--- config.mk ---
export PLATFORM = sky130hd
export DESIGN_NAME = jtframe_romshare_arb
export DESIGN_NICKNAME = d
export VERILOG_FILES = /design/src/rtl/jtframe_romarb_pkg.sv /design/src/rtl/jtframe_romarb_hit.sv /design/src/rtl/jtframe_romshare_arb.sv
export SDC_FILE = /design/constraint.sdc
export NUM_CORES = 1
export LEC_CHECK = 0
export BUFFER_PORTS_ARGS = -buffer_cell sky130_fd_sc_hd__buf_2
export CAP_MARGIN = 20
export CORE_MARGIN = 2
export CORE_UTILIZATION = 30
export CTS_BUF_LIST = sky130_fd_sc_hd__clkbuf_4 sky130_fd_sc_hd__clkbuf_8
export DETAILED_ROUTE_END_ITERATION = 8
export GPL_ROUTABILITY_DRIVEN = 0
export SLEW_MARGIN = 20
export SYNTH_ARGS = -nofsm -noshare
export SYNTH_HDL_FRONTEND = slang
export SYNTH_SLANG_ARGS = --single-unit
export TNS_END_PERCENT = 20
--- constraint.sdc ---
create_clock -name clk -period 6.9 [get_ports clk]
set_clock_uncertainty 0.15 [all_clocks]
set_input_delay 1.035 -clock clk [delete_from_list [all_inputs] [get_ports clk]]
set_output_delay 1.035 -clock clk [all_outputs]
set_load 0.02 [all_outputs]
--- src/rtl/jtframe_romarb_pkg.sv ---
// Shared types for the two-requester ROM slot arbiter: FSM states, requester ids
// and the hit-register entry layout.
package jtframe_romarb_pkg;

  localparam int unsigned ROMARB_AW = 17;
  localparam int unsigned ROMARB_DW = 8;

  typedef enum logic [1:0] {
    IDLE,
    BUSY_A,
    BUSY_B,
    GAP
  } state_t;

  localparam logic REQ_A = 1'b0;
  localparam logic REQ_B = 1'b1;

  typedef struct packed {
    logic                 valid;
    logic [ROMARB_AW-1:0] addr;
    logic [ROMARB_DW-1:0] data;
  } hit_entry_t;

endpackage

--- src/rtl/jtframe_romarb_hit.sv ---
// Per-requester hit store: a single register cleared while cs is low, or, with
// JTFRAME_ROMARB_CACHE_EN defined, a 4-entry direct-mapped cache cleared only by rst.
module jtframe_romarb_hit
  import jtframe_romarb_pkg::*;
#(
  parameter int unsigned AW = ROMARB_AW,
  parameter int unsigned DW = ROMARB_DW
) (
  input  logic          clk,
  input  logic          rst,
  input  logic          cs,
  input  logic [AW-1:0] addr,
  input  logic          fill,
  input  logic [AW-1:0] fill_addr,
  input  logic [DW-1:0] fill_data,
  output logic          ok,
  output logic [DW-1:0] data
);

`ifdef JTFRAME_ROMARB_CACHE_EN
  localparam int unsigned NSETS = 4;

  hit_entry_t r_ent [NSETS];
  logic [1:0] w_idx;
  logic [1:0] w_fill_idx;

  assign w_idx      = addr[1:0];
  assign w_fill_idx = fill_addr[1:0];

  // Full address is stored, so comparing it also covers the addr[AW-1:2] tag.
  always_ff @(posedge clk) begin
    if (rst) begin
      for (int i = 0; i < NSETS; i++) r_ent[i] <= '0;
    end else if (fill) begin
      r_ent[w_fill_idx] <= '{valid: 1'b1,
                             addr:  ROMARB_AW'(fill_addr),
                             data:  ROMARB_DW'(fill_data)};
    end
  end

  assign ok   = cs & r_ent[w_idx].valid & (AW'(r_ent[w_idx].addr) == addr);
  assign data = DW'(r_ent[w_idx].data);
`else
  hit_entry_t r_ent;

  // A fill landing while cs is low still records addr/data but stays invalid.
  always_ff @(posedge clk) begin
    if (rst) begin
      r_ent <= '0;
    end else begin
      if (fill) begin
        r_ent.addr <= ROMARB_AW'(fill_addr);
        r_ent.data <= ROMARB_DW'(fill_data);
      end
      r_ent.valid <= cs & (fill | r_ent.valid);
    end
  end

  assign ok   = cs & r_ent.valid & (AW'(r_ent.addr) == addr);
  assign data = DW'(r_ent.data);
`endif

endmodule

--- src/rtl/jtframe_romshare_arb.sv ---
// Round-robin arbiter sharing one ROM slot between the main CPU (A) and the MCU (B).
// Optional per-requester cache enabled by JTFRAME_ROMARB_CACHE_EN.
module jtframe_romshare_arb
  import jtframe_romarb_pkg::*;
#(
  parameter int unsigned AW     = ROMARB_AW,
  parameter int unsigned DW     = ROMARB_DW,
  parameter bit          PRIO_B = 1'b1
) (
  input  logic          clk,
  input  logic          rst,
  input  logic [AW-1:0] a_addr,
  input  logic          a_cs,
  output logic          a_ok,
  output logic [DW-1:0] a_data,
  input  logic [AW-1:0] b_addr,
  input  logic          b_cs,
  output logic          b_ok,
  output logic [DW-1:0] b_data,
  output logic [AW-1:0] rom_addr,
  output logic          rom_cs,
  input  logic          rom_ok,
  input  logic [DW-1:0] rom_data
);

  state_t        r_state, w_state_nxt;
  logic          r_rom_cs, w_rom_cs_nxt;
  logic [AW-1:0] r_rom_addr, w_rom_addr_nxt;
  logic          r_last, w_last_nxt;
  logic          r_first, w_first_nxt;
  logic          w_fill_a, w_fill_b;
  logic          w_need_a, w_need_b;
  logic          w_grant_a, w_grant_b;
  logic          w_honour;

  assign w_need_a = a_cs & ~a_ok;
  assign w_need_b = b_cs & ~b_ok;
  // rom_ok during the first busy cycle may belong to the previous address.
  assign w_honour = rom_ok & ~r_first;

  always_ff @(posedge clk) begin
    if (rst) begin
      r_state    <= IDLE;
      r_rom_cs   <= 1'b0;
      r_rom_addr <= '0;
      r_last     <= ~PRIO_B;
      r_first    <= 1'b0;
    end else begin
      r_state    <= w_state_nxt;
      r_rom_cs   <= w_rom_cs_nxt;
      r_rom_addr <= w_rom_addr_nxt;
      r_last     <= w_last_nxt;
      r_first    <= w_first_nxt;
    end
  end

  // GAP arbitrates like IDLE so rom_cs is low exactly one cycle between transfers.
  always_comb begin
    w_state_nxt    = r_state;
    w_rom_cs_nxt   = r_rom_cs;
    w_rom_addr_nxt = r_rom_addr;
    w_last_nxt     = r_last;
    w_first_nxt    = 1'b0;
    w_fill_a       = 1'b0;
    w_fill_b       = 1'b0;
    w_grant_a      = w_need_a & (~w_need_b | (r_last == REQ_B));
    w_grant_b      = w_need_b & ~w_grant_a;
    unique case (r_state)
      IDLE, GAP: begin
        w_rom_cs_nxt = 1'b0;
        w_state_nxt  = IDLE;
        if (w_grant_a) begin
          w_state_nxt    = BUSY_A;
          w_rom_cs_nxt   = 1'b1;
          w_rom_addr_nxt = a_addr;
          w_first_nxt    = 1'b1;
        end else if (w_grant_b) begin
          w_state_nxt    = BUSY_B;
          w_rom_cs_nxt   = 1'b1;
          w_rom_addr_nxt = b_addr;
          w_first_nxt    = 1'b1;
        end
      end
      BUSY_A: begin
        if (w_honour) begin
          w_fill_a     = 1'b1;
          w_rom_cs_nxt = 1'b0;
          w_last_nxt   = REQ_A;
          w_state_nxt  = GAP;
        end
      end
      BUSY_B: begin
        if (w_honour) begin
          w_fill_b     = 1'b1;
          w_rom_cs_nxt = 1'b0;
          w_last_nxt   = REQ_B;
          w_state_nxt  = GAP;
        end
      end
      default: w_state_nxt = IDLE;
    endcase
  end

  assign rom_cs   = r_rom_cs;
  assign rom_addr = r_rom_addr;

  jtframe_romarb_hit #(.AW(AW), .DW(DW)) u_hit_a (
    .clk       (clk),
    .rst       (rst),
    .cs        (a_cs),
    .addr      (a_addr),
    .fill      (w_fill_a),
    .fill_addr (r_rom_addr),
    .fill_data (rom_data),
    .ok        (a_ok),
    .data      (a_data)
  );

  jtframe_romarb_hit #(.AW(AW), .DW(DW)) u_hit_b (
    .clk       (clk),
    .rst       (rst),
    .cs        (b_cs),
    .addr      (b_addr),
    .fill      (w_fill_b),
    .fill_addr (r_rom_addr),
    .fill_data (rom_data),
    .ok        (b_ok),
    .data      (b_data)
  );

endmodule

==> impl_results.md, run 1 <==
- Status: finished, final reports clean
- VDD IR max: 0.119 mV
- Die H: 114 µm
- Final Cycle Share: 0.549
- Post-DRT Antenna Nets: 0
- Yosys cell types: 33
- Area growth syn-to-layout: 16.5%
- Initial antenna violation count: 0
- Worst hold path type: reg -> reg
- Drt total wl: 10700 µm
- Max-cap violation count: 0
- IO Count: a little over 80
- Cts hold-fix bufs: 0
- Port-buffer cells: about 80
- Synth Register Bits: 74
- Initial DRC count: 266
- Data arrival, critical path: 2.60 ns
- CTS tree: built
- Critical path startpoint category: input pin
- Die W: 114 µm
- Clk pin slew, worst setup/hold paths: 0.08 ns
- Finish-stage setup viols: 0
- Worst-Skew Late Latency: 0.37 ns
- CP Cell Sequence: buf_2 -> xnor2_1 -> nand4_1 -> or3_1 -> nor4b_1 -> buf_2
- Pin count of the biggest net entering global routing: 56
- Setup_tns: 0 ns
- Share of cells above drive strength 1: 0.224
- R2R depth: 7
- Nets: 531
- Period minus WS final: around 3.8 ns
- Hold depth: 2
- Mean post-synth cell area: 8.42 µm²
- RSZ-0062 raised after global routing: no
- Total leakage power: 1.67 nW
- GRT overflow: 0
- DR WL/cell: between 15 and 20 µm
- Die Area: around 13000 µm²
- Endpoints failing hold: 0
- Ys Warns: 0
- Root Driver: clkbuf_8
- First-pass DRT Iterations: 4
- Post-Syn Nets: 476
- Actual slew at the worst max-slew pin: approximately 1.1 ns
- Vias in the first global route: 3091
- Cells after synthesis: 427
- Vias per cell: a little over 5
- Core footprint: 11600 µm²
- Clk sinks: 74
- First-pass GRT wire length: about 17000 µm
- Num rows: 39
- Critical setup path kind: in -> out
- Vias post-DR: between 3000 and 4000
- Highest-delay cell along the critical path: or3_1
- Sequential element share of the synthesized area: 0.412
- Max FO, Critical Path: 2
- DR DRC count: 0
- Post-CTS Resized: 0
- Critical Path RT: 5.71 ns
- Hpwl dp: between 7000 and 8000 µm
- Crit path largest cell delay: 0.39 ns
- Max Slew Vio Count: 0
- Crit path top cell by count: buf_2
- Total GRT Usage: 0.166
- F_max: around 260 MHz
- # H-tree levels: 3
- # Post-CTS Setup Buffers: 0
- Family with the most delay on the worst path: simple AND/OR/NAND/NOR gates
- Worst path bufs/invs: 2
- Critical path endpoint category: output port
- CTS Buf Count: 9
- Worst slew margin: 0.289
- Max clock buf depth: 2
- Power Dens Cells: 352 nW/µm²
- Mapped Area: approximately 3600 µm²
- Starting Density: 0.311
- Setup WS post-layout: 3.11 ns
- Pre-CTS WS: 3.05 ns
- Worst path depth: 6
- Antenna cells: 0
==> synth_stat cells <==
cell | instances | share of area
nand2_1 | 108 | 0.11
dfxtp_1 | 74 | 0.41
a21oi_1 | 54 | 0.075
xnor2_1 | 21 | 0.051
clkbuf_1 | 19 | 0.020
nor3b_1 | 18 | 0.038
o311a_1 | 18 | 0.050
or3_1 | 18 | 0.031
buf_4 | 17 | 0.035
o21a_1 | 17 | 0.035
xor2_1 | 13 | 0.032
nand4_1 | 9 | 0.016
nor4_1 | 6 | 0.010
buf_6 | 5 | 0.016
nor2_1 | 4 | 0.0042
inv_1 | 3 | 0.0031
nor3_1 | 3 | 0.0042
and2_1 | 2 | 0.0035
ha_1 | 2 | 0.0070
nor2b_1 | 2 | 0.0035
o211a_1 | 2 | 0.0056
a211oi_2 | 1 | 0.0035
a41oi_2 | 1 | 0.0045
and4b_1 | 1 | 0.0028
buf_2 | 1 | 0.0014
dlygate4sd1_1 | 1 | 0.0024
nand2b_1 | 1 | 0.0017
nand3_1 | 1 | 0.0014
nor4b_1 | 1 | 0.0024
o211ai_2 | 1 | 0.0035
o21ai_0 | 1 | 0.0014
o41ai_4 | 1 | 0.0077
or3b_2 | 1 | 0.0024
==> report_power, final <==
part / total (mW) / leakage (nW) / internal (mW) / switching [mW]
sequential: 0.589 / 0.603 / 0.509 / 0.0796
combinational: 0.497 / 0.958 / 0.185 / 0.313
clock: 0.387 / 0.109 / 0.214 / 0.173
total: 1.47 / 1.67 / 0.908 / 0.565
==> final timing paths <==
kind	startpoint	endpoint	slack (ns)
setup / recovery	b_addr[1]	b_ok	3.11
hold / removal	u_hit_a.data[7]	u_hit_a.data[7]	0.31
setup reg to reg	u_hit_a.r_ent[23]	rom_addr[3]	3.85
hold reg to reg	u_hit_a.data[7]	u_hit_a.data[7]	0.31
==> worst reg2reg max path, cell delays in order, from the launching register on <==
cell and delay, ns:
dfxtp_1 0.33, xor2_1 0.19, nor4_1 0.31, nand3_1 0.18, o41ai_4 1.00, buf_4 0.39
nor3b_1 0.09, o311a_1 0.30
==> metrics by stage <==
| stage | hold slack (ns) | power, mW | util | cell area, µm² | cells |
|---|---|---|---|---|---|
| after floorplan | 0.287 | 0.928 | - | 3600 | 427 |
| after global placement | 0.290 | 1.08 | 0.342 | 3950 | 613 |
| after detailed placement | 0.298 | 1.09 | 0.342 | 3950 | 613 |
| after CTS | 0.309 | 1.48 | 0.361 | 4180 | 629 |
| after global routing | 0.324 | 1.55 | 0.362 | 4190 | 630 |
| final | 0.305 | 1.47 | 0.362 | 4190 | 630 |
==> logic make-up (layout without fill, tap and decap cells) <==
family / Yosys count / count (layout) / synth area share
AND/OR/NAND/NOR: 175 / 175 / 0.234
AO/OA/AOI/OAI: 96 / 96 / 0.187
XOR/XNOR: 34 / 34 / 0.0828
buffers and inverters: 46 / 106 / 0.0779
adder cells (fa/ha/maj): 2 / 2 / 0.00696
flip-flops: 74 / 74 / 0.412
==> registers in the layout, summed over array words and instances, names as in the netlist <==
name / count
r_first: 1
u_hit_b.data: 8
rom_addr: 17
u_hit_a.data: 8
u_hit_a.r_ent: 18
u_hit_b.r_ent: 18
r_last: 1
rom_cs: 1
r_state: 2
==> layout make-up <==
type                    instances  area (µm²)
clock buffers                  10         138
clock inverters                 6        88.8
fillers                      1196        7380
inverters                       3        11.3
multi-input cells             307        1840
flip-flops and latches         74        1480
well taps                     143         179
repair buffers                 87         452
==> cell usage in the layout (no fill, tap or decap), types with 2 or more instances in the layout <==
master,instances
and2_1,2
or3_1,18
nor3b_1,18
nand4_1,9
bufinv_16,2
ha_1,2
nor4_1,6
a21oi_1,53
xnor2_1,21
nor3_1,3
clkinvlp_4,2
buf_4,4
xor2_1,13
o311a_1,18
nor2b_1,2
clkbuf_8,10
buf_2,82
o211a_1,2
nor2_1,4
inv_1,3
dfxtp_1,74
nand2_1,108
o21a_1,17
==> routing by layer <==
| layer | global-route usage | share of wire | vias to the layer above |
|---|---|---|---|
| met3 | 0.0271 | 0.037 | 16 |
| met1 | 0.214 | 0.45 | 1536 |
| li1 | - | - | 1579 |
| met2 | 0.277 | 0.49 | 68 |
| met4 | 0.0707 | 0.021 | 0 |
| met5 | 0 | 0 | - |
No activity file was read; power rests on OpenSTA's default activity.
==> run 2: changes to the inputs <==
- ABC_AREA: unset -> 1
- clock period: 6.9 -> 3.9 ns (I/O delays scaled with it)
==> run 2 against run 1 <==
Against the previous run:
- worst setup slack got worse by 1.7 ns
- clock power rose by 62%
- sequential share of layout area fell by 3.0 points
- largest power group unchanged
- total power is 98% higher
- register-to-register slack got worse by 2.2 ns
- first-iteration DRC count fell by 21%
- global-route usage is 0.37 points lower
- core utilization shrank 0.42 points
- flip-flop and latch count unchanged
- clock-buffer cell count is 1 higher
==> impl_results.md, run 2 <==
- EDFF count, synth: 0 (unchanged)
- Die H: 119 µm (+4.7%)
- Pre-CTS WS: 1.37 ns (-1.68 ns)
- Root Driver: clkbuf_8
- Starting Density: 0.310 (-0.00112)
- First-pass GRT wire length: 18200 µm (+9.2%)
- DR WL/cell: 13.1 µm (-23%)
- Most frequent cells in the layout: nand2_1 (149), inv_1 (111), buf_2 (82)
- Post-CTS Resized: 0 (unchanged)
- Yosys cell types: 25 (-24%)
- Slack of the worst reg-to-reg path: 1.66 ns (-2.19 ns)
- Yosys top cell by area: dfxtp_1
- Drt total wl: 11300 µm (+5.9%)
- Final Power: 2.91 mW (+98%)
- Pin count of the biggest net entering global routing: 72 (+29%)
- FF-to-FF End: rom_addr[5]
- RSZ-0062 raised after global routing: no
- Endpoints failing hold: 0 (unchanged)
- Placed insts: 846 (+38%)
- Status: finished, final reports clean
- F_max: just over 400 MHz
- Worst slew margin: 0.503 (+0.214)
- Worst hold path type: in -> reg
- Antenna cells: 0 (unchanged)
- Critical path startpoint category: flip-flop
- Post-Syn Nets: 679 (+43%)
- DR DRC count: 0 (unchanged)
- Clk pin slew, worst setup/hold paths: 0.08 ns (about the same)
- Mux cell area share after synthesis: 0 (unchanged)
- Hold depth: 2 (unchanged)
- Post-Synth Simple-Gate Area: 0.277 (+0.0431)
- Hpwl dp: 8320 µm (+10%)
- Post-Synth Adder-Cell Area: 0.00632 (-0.000635)
- Power Dens Cells: 637 nW/µm² (+81%)
- Most common cell after layout, fill and taps aside: nand2_1
- CTS tree: built
- Die W: 119 µm (+4.7%)
- Max clock buf depth: 2 (unchanged)
- Data arrival, critical path: 1.73 ns (-0.87 ns)
- Cells after synthesis: 630 (+48%)
- Critical setup path kind: reg -> out
- Hold_sp: rst
- Cts hold-fix bufs: 0 (unchanged)
- Worst Hold Endpoint: r_last
- GRT overflow: 0 (unchanged)
- Synth Area in XOR/XNOR: 0.00221 (-0.0806)
- R2R depth: 10 (+3)
- Largest family of logic cells by synthesized area: simple AND/OR/NAND/NOR gates
- Initial antenna violation count: 0 (unchanged)
- Vias per cell: 4.55 (-10%)
- Final Cycle Share: 0.632
- Setup WS post-layout: 1.43 ns (-1.68 ns)
- Die Area: 14100 µm² (+9.7%)
- # H-tree levels: 3 (unchanged)
- CTS Buf Count: 9 (unchanged)
- Critical Path RT: 3.16 ns (-2.55 ns)
- Vias in the first global route: 3663 (+19%)
- Setup_tns: 0 ns (unchanged)
- Worst-Skew Late Latency: 0.36 ns (about the same)
- Total GRT Usage: 0.163 (-0.00373)
- Num rows: 41 (+5.1%)
- Port-buffer cells: 82 (unchanged)
- Core footprint: 12800 µm² (+10%)
- Synth Register Bits: 74 (unchanged)
- Max FO, Critical Path: 2 (unchanged)
- Post-synth top area share: 0.374 (-0.0376)
- First-pass DRT Iterations: 4 (unchanged)
- IO Count: 83 (unchanged)
- VDD IR max: 0.354 mV (+200%)
- Ys Warns: 0 (unchanged)
- Clk sinks: 74 (unchanged)
- Critical path endpoint category: output port
- Reg-to-Reg Start: u_hit_b.r_ent[14]
- Most frequent cell after synthesis: nand2_1
- Synth area leaders: dfxtp_1 (37%), nand2_1 (14%), inv_1 (11%), a21oi_1 (9.2%), nor2_1 (6.8%)
- Post-DRT Antenna Nets: 0 (unchanged)
- Max Slew Vio Count: 0 (unchanged)
- Vias post-DR: 3919 (+23%)
- Post-synth top cells: nand2_1 (149), inv_1 (111), dfxtp_1 (74)
- Mean post-synth cell area: 6.28 µm² (-25%)
- Mapped Area: 3960 µm² (+10%)
- Layout Cells excl Fill: 862 (+37%)
- Initial DRC count: 211 (-21%)
- Compound-Gate Fraction of Synth Area: 0.172 (-0.0145)
- Sequential element share of the synthesized area: 0.374 (-0.0376)
- Nets: 734 (+38%)
- Period minus WS final: 2.47 ns
- Total leakage power: 2.21 nW (+33%)
- Actual slew at the worst max-slew pin: 0.746 ns (-0.320 ns)
- # Post-CTS Setup Buffers: 0 (unchanged)
- Finish-stage setup viols: 0 (unchanged)
- Max-cap violation count: 0 (unchanged)
- Share of cells above drive strength 1: 0.155 (-0.0687)
- Area growth syn-to-layout: 15.5%
- Asr flop ratio synth: 0 (unchanged)
- Main synth FF type: dfxtp_1
## run 2: cell types whose count changed after synthesis, moves of 17 or more
cell     change
inv_1      +108
nand3_1     +23
or3_1       -18
a21oi_1     +19
nor2_1      +68
o21a_1      -17
xnor2_1     -20
nand2_1     +41
o311a_1     -18
o21ai_0     +52
## run 2: metal layers
metal,track usage,vias up,share of wire
met4,0.0372,0,0.013
met2,0.275,96,0.48
li1,-,2060,-
met1,0.199,1751,0.45
met3,0.0551,12,0.058
met5,0,-,0
## run 2: power by group
group,internal (mW),total (mW),switching (mW)
registers,0.979,1.15,0.176
clock network,0.327,0.628,0.301
logic,0.366,1.13,0.765
## run 2: metrics by stage
step,cell area (µm²),utilization,hold slack (ns)
2_1_floorplan,3960,-,0.274
3_3_place_gp,4370,0.342,0.279
3_5_place_dp,4370,0.342,0.284
4_1_cts,4570,0.358,0.265
5_1_grt,4570,0.358,0.270
6_report,4570,0.358,0.279
## run 2: kinds of logic after synthesis
group | after synthesis
flops | 74
compound gates | 132
buf+inv | 155
xor+xnor | 1
simple gates | 266
fa+ha+maj | 2
## run 2: cell type report
type,count,area [µm²]
Fill cell,1411,8200
Multi-Input combinational cell,401,1810
Sequential cell,74,1480
Timing Repair Buffer,85,433
Inverter,114,428
Tap cell,172,215
Clock buffer,11,151
Clock inverter,5,52.6
## run 2: worst max path at each step
stage	startpoint	cells past startpoint	endpoint
floorplan	a_addr[8]	7	a_ok
global placement	b_addr[6]	10	rom_addr[7]
detailed placement	b_addr[6]	10	rom_addr[7]
CTS	u_hit_a.r_ent[21]	7	a_ok
global route	a_addr[8]	9	a_ok
finish	u_hit_a.r_ent[23]	7	a_ok
## run 2: worst max-delay path, cell delays in order (launching register included)
cell	delay, ns
dfxtp_1	0.33
inv_1	0.05
nand2_1	0.11
nand4_1	0.10
nor3_1	0.17
nand3_1	0.10
nor4_1	0.28
buf_2	0.22
==> run 3: changes to the inputs <==
- clock period: 3.9 -> 2.43 ns (I/O delays scaled with it)
==> run 3 against run 2 <==
Against the previous run:
- non-clock buffer count increased by 7
- core utilization increased by 0.43 points
- design area increased by 1.2%
- cell count grew 0.81%
- flip-flop and latch count did not move
- sequential share of layout area decreased by 0.39 points
- via count increased by 0.28%
==> impl_results.md, run 3 (synthesized netlist as in run 2, its figures left out) <==
- Status: finished, final reports clean
- Nets: 741 (+0.95%)
- DR DRC count: 0 (unchanged)
- RSZ-0062 raised after global routing: no
- Worst hold path type: in -> reg
- Highest-delay cell along the critical path: dfxtp_1
- Period minus WS final: 2.31 ns
- CP Cell Sequence: inv_1 -> nand2_1 -> nand4_1 -> nor3_1 -> nand3_1 -> nor4_1 -> buf_2
- Pre-CTS WS: 0.199 ns (-1.17 ns)
- Die Area: 14100 µm² (unchanged)
- Setup WS post-layout: 0.125 ns (-1.31 ns)
- Num rows: 41 (unchanged)
- Area growth syn-to-layout: 16.9%
- Clk pin slew, worst setup/hold paths: 0.09 ns (about the same)
- Worst slew margin: 0.541 (+0.0379)
- Antenna cells: 0 (unchanged)
- Setup_tns: 0 ns (unchanged)
- WHS: 0.0642 ns (-0.214 ns)
- Critical path startpoint category: flip-flop
- Util after Layout: 0.362 (+0.00431)
- Worst path bufs/invs: 2 (unchanged)
- Die W: 119 µm (unchanged)
- Initial antenna violation count: 0 (unchanged)
- GRT overflow: 0 (unchanged)
- Power Dens Cells: 1010 nW/µm² (+58%)
- DR WL/cell: 12.9 µm (-1.1%)
- Final Cycle Share: 0.949
- Clk sinks: 74 (unchanged)
- Slack of the worst reg-to-reg path: 0.32 ns (-1.34 ns)
- F_max: approximately 430 MHz
- Hold depth: 2 (unchanged)
- Hold_sp: rst
- Root Driver: clkbuf_8
- Crit path largest cell delay: 0.34 ns (about the same)
- Most frequent cells in the layout: nand2_1 (149), inv_1 (111), buf_2 (82)
- Vias post-DR: 3930 (+0.28%)
- Cts hold-fix bufs: 0 (unchanged)
- Post-CTS Resized: 0 (unchanged)
- VDD IR max: 0.546 mV (+54%)
- Data arrival, critical path: 1.79 ns (+0.06 ns)
- Port-buffer cells: 82 (unchanged)
- Pin count of the biggest net entering global routing: 56 (-22%)
- # H-tree levels: 3 (unchanged)
- Max-cap violation count: 0 (unchanged)
- Core footprint: 12800 µm² (unchanged)
- Family with the most delay on the worst path: simple AND/OR/NAND/NOR gates
- Sw power: 2.00 mW (+61%)
- Critical Path RT: 1.92 ns (-1.24 ns)
- First-pass DRT Iterations: 4 (unchanged)
- Reg-to-Reg Start: u_hit_b.r_ent[14]
- Hpwl dp: 8630 µm (+3.7%)
- Total leakage power: 2.24 nW (+1.4%)
- Die H: 119 µm (unchanged)
- Critical path endpoint category: output port
- Switching part of the total: 0.431 (+0.00452)
- Worst Hold Endpoint: r_first
- First-pass GRT wire length: 17900 µm (-1.6%)
- Drt total wl: 11300 µm (-0.26%)
- Fin area: 4630 µm² (+1.2%)
- Most common cell after layout, fill and taps aside: nand2_1
- Final Power: 4.65 mW (+60%)
- Total GRT Usage: 0.161 (-0.00169)
- Max FO, Critical Path: 2 (unchanged)
- Initial DRC count: 250 (+18%)
- Post-DRT Antenna Nets: 0 (unchanged)
- Starting Density: 0.310 (unchanged)
- Actual slew at the worst max-slew pin: 0.689 ns (-0.0569 ns)
- R2R depth: 11 (+1)
- Layout Cells excl Fill: 869 (+0.81%)
- Max clock buf depth: 2 (unchanged)
- Finish-stage setup viols: 0 (unchanged)
- Max Slew Vio Count: 0 (unchanged)
- Cell-internal power: 2.65 mW (+58%)
- Seq pwr share: 0.400 (+0.004)
- Endpoints failing hold: 0 (unchanged)
- Placed insts: 853 (+0.83%)
- Critical setup path kind: reg -> out
- CTS tree: built
- FF-to-FF End: rom_addr[5]
- Share of cells above drive strength 1: 0.164 (+0.00849)
- Comb power frac: 0.394 (+0.006)
- Vias in the first global route: 3640 (-0.63%)
- Post-DP Area: 4430 µm² (+1.5%)
- Share of total power in the clock network: 0.206 (-0.010)
- Worst-Skew Late Latency: 0.36 ns (about the same)
- CTS Buf Count: 9 (unchanged)
- IO Count: 83 (unchanged)
- # Post-CTS Setup Buffers: 0 (unchanged)
- Vias per cell: 4.52 (-0.53%)
[run 3: cell types whose count changed in the layout (fill, tap and decap cells not counted), sizes merged]
cell,change
clkinv,+2
buf,+7
clkbuf,-2
[run 3: how the worst max path moves through the flow]
stage,from,to,slack (ns),depth (start not counted)
global route,u_hit_a.r_ent[10],rom_addr[2],0.04,11
CTS,u_hit_a.r_ent[21],a_ok,0.15,7
global placement,b_addr[6],rom_addr[5],0.20,11
detailed placement,b_addr[0],rom_addr[5],0.20,13
floorplan,a_addr[8],a_ok,0.43,7
finish,u_hit_a.r_ent[23],a_ok,0.12,7
[run 3: layer usage]
| metal | GRT usage | routed length, µm |
|---|---|---|
| met3 | 0.0374 | 630 |
| met1 | 0.204 | 5040 |
| met2 | 0.272 | 5430 |
| met5 | 0 | 0 |
| met4 | 0.0476 | 156 |
[run 3: cell type report]
type                    instances  area [µm²]
fillers                      1436        8150
multi-input cells             401        1810
flip-flops and latches         74        1480
inverters                     114         428
repair buffers                 92         498
clock inverters                 7        70.1
well taps                     172         215
clock buffers                   9         124
[run 3: worst reg2reg max path, stage by stage, from the launching register on]
cell     delay, ns
dfxtp_1       0.34
inv_1         0.05
nor2_1        0.15
nor2_1        0.07
nand2_1       0.07
nor2_1        0.06
nand3_2       0.11
nand2_1       0.11
a21oi_2       0.56
nand2_1       0.15
nor2_1        0.14
nor2_1        0.05
[run 3: power by group through the flow]
stage	Combinational [mW]	Sequential, mW	Clock (mW)
floorplan	1.24	1.97	0
global placement	1.83	1.90	0
detailed placement	1.84	1.89	0
CTS	1.84	1.87	0.999
global route	2.09	1.91	1.04
finish	1.83	1.86	0.961
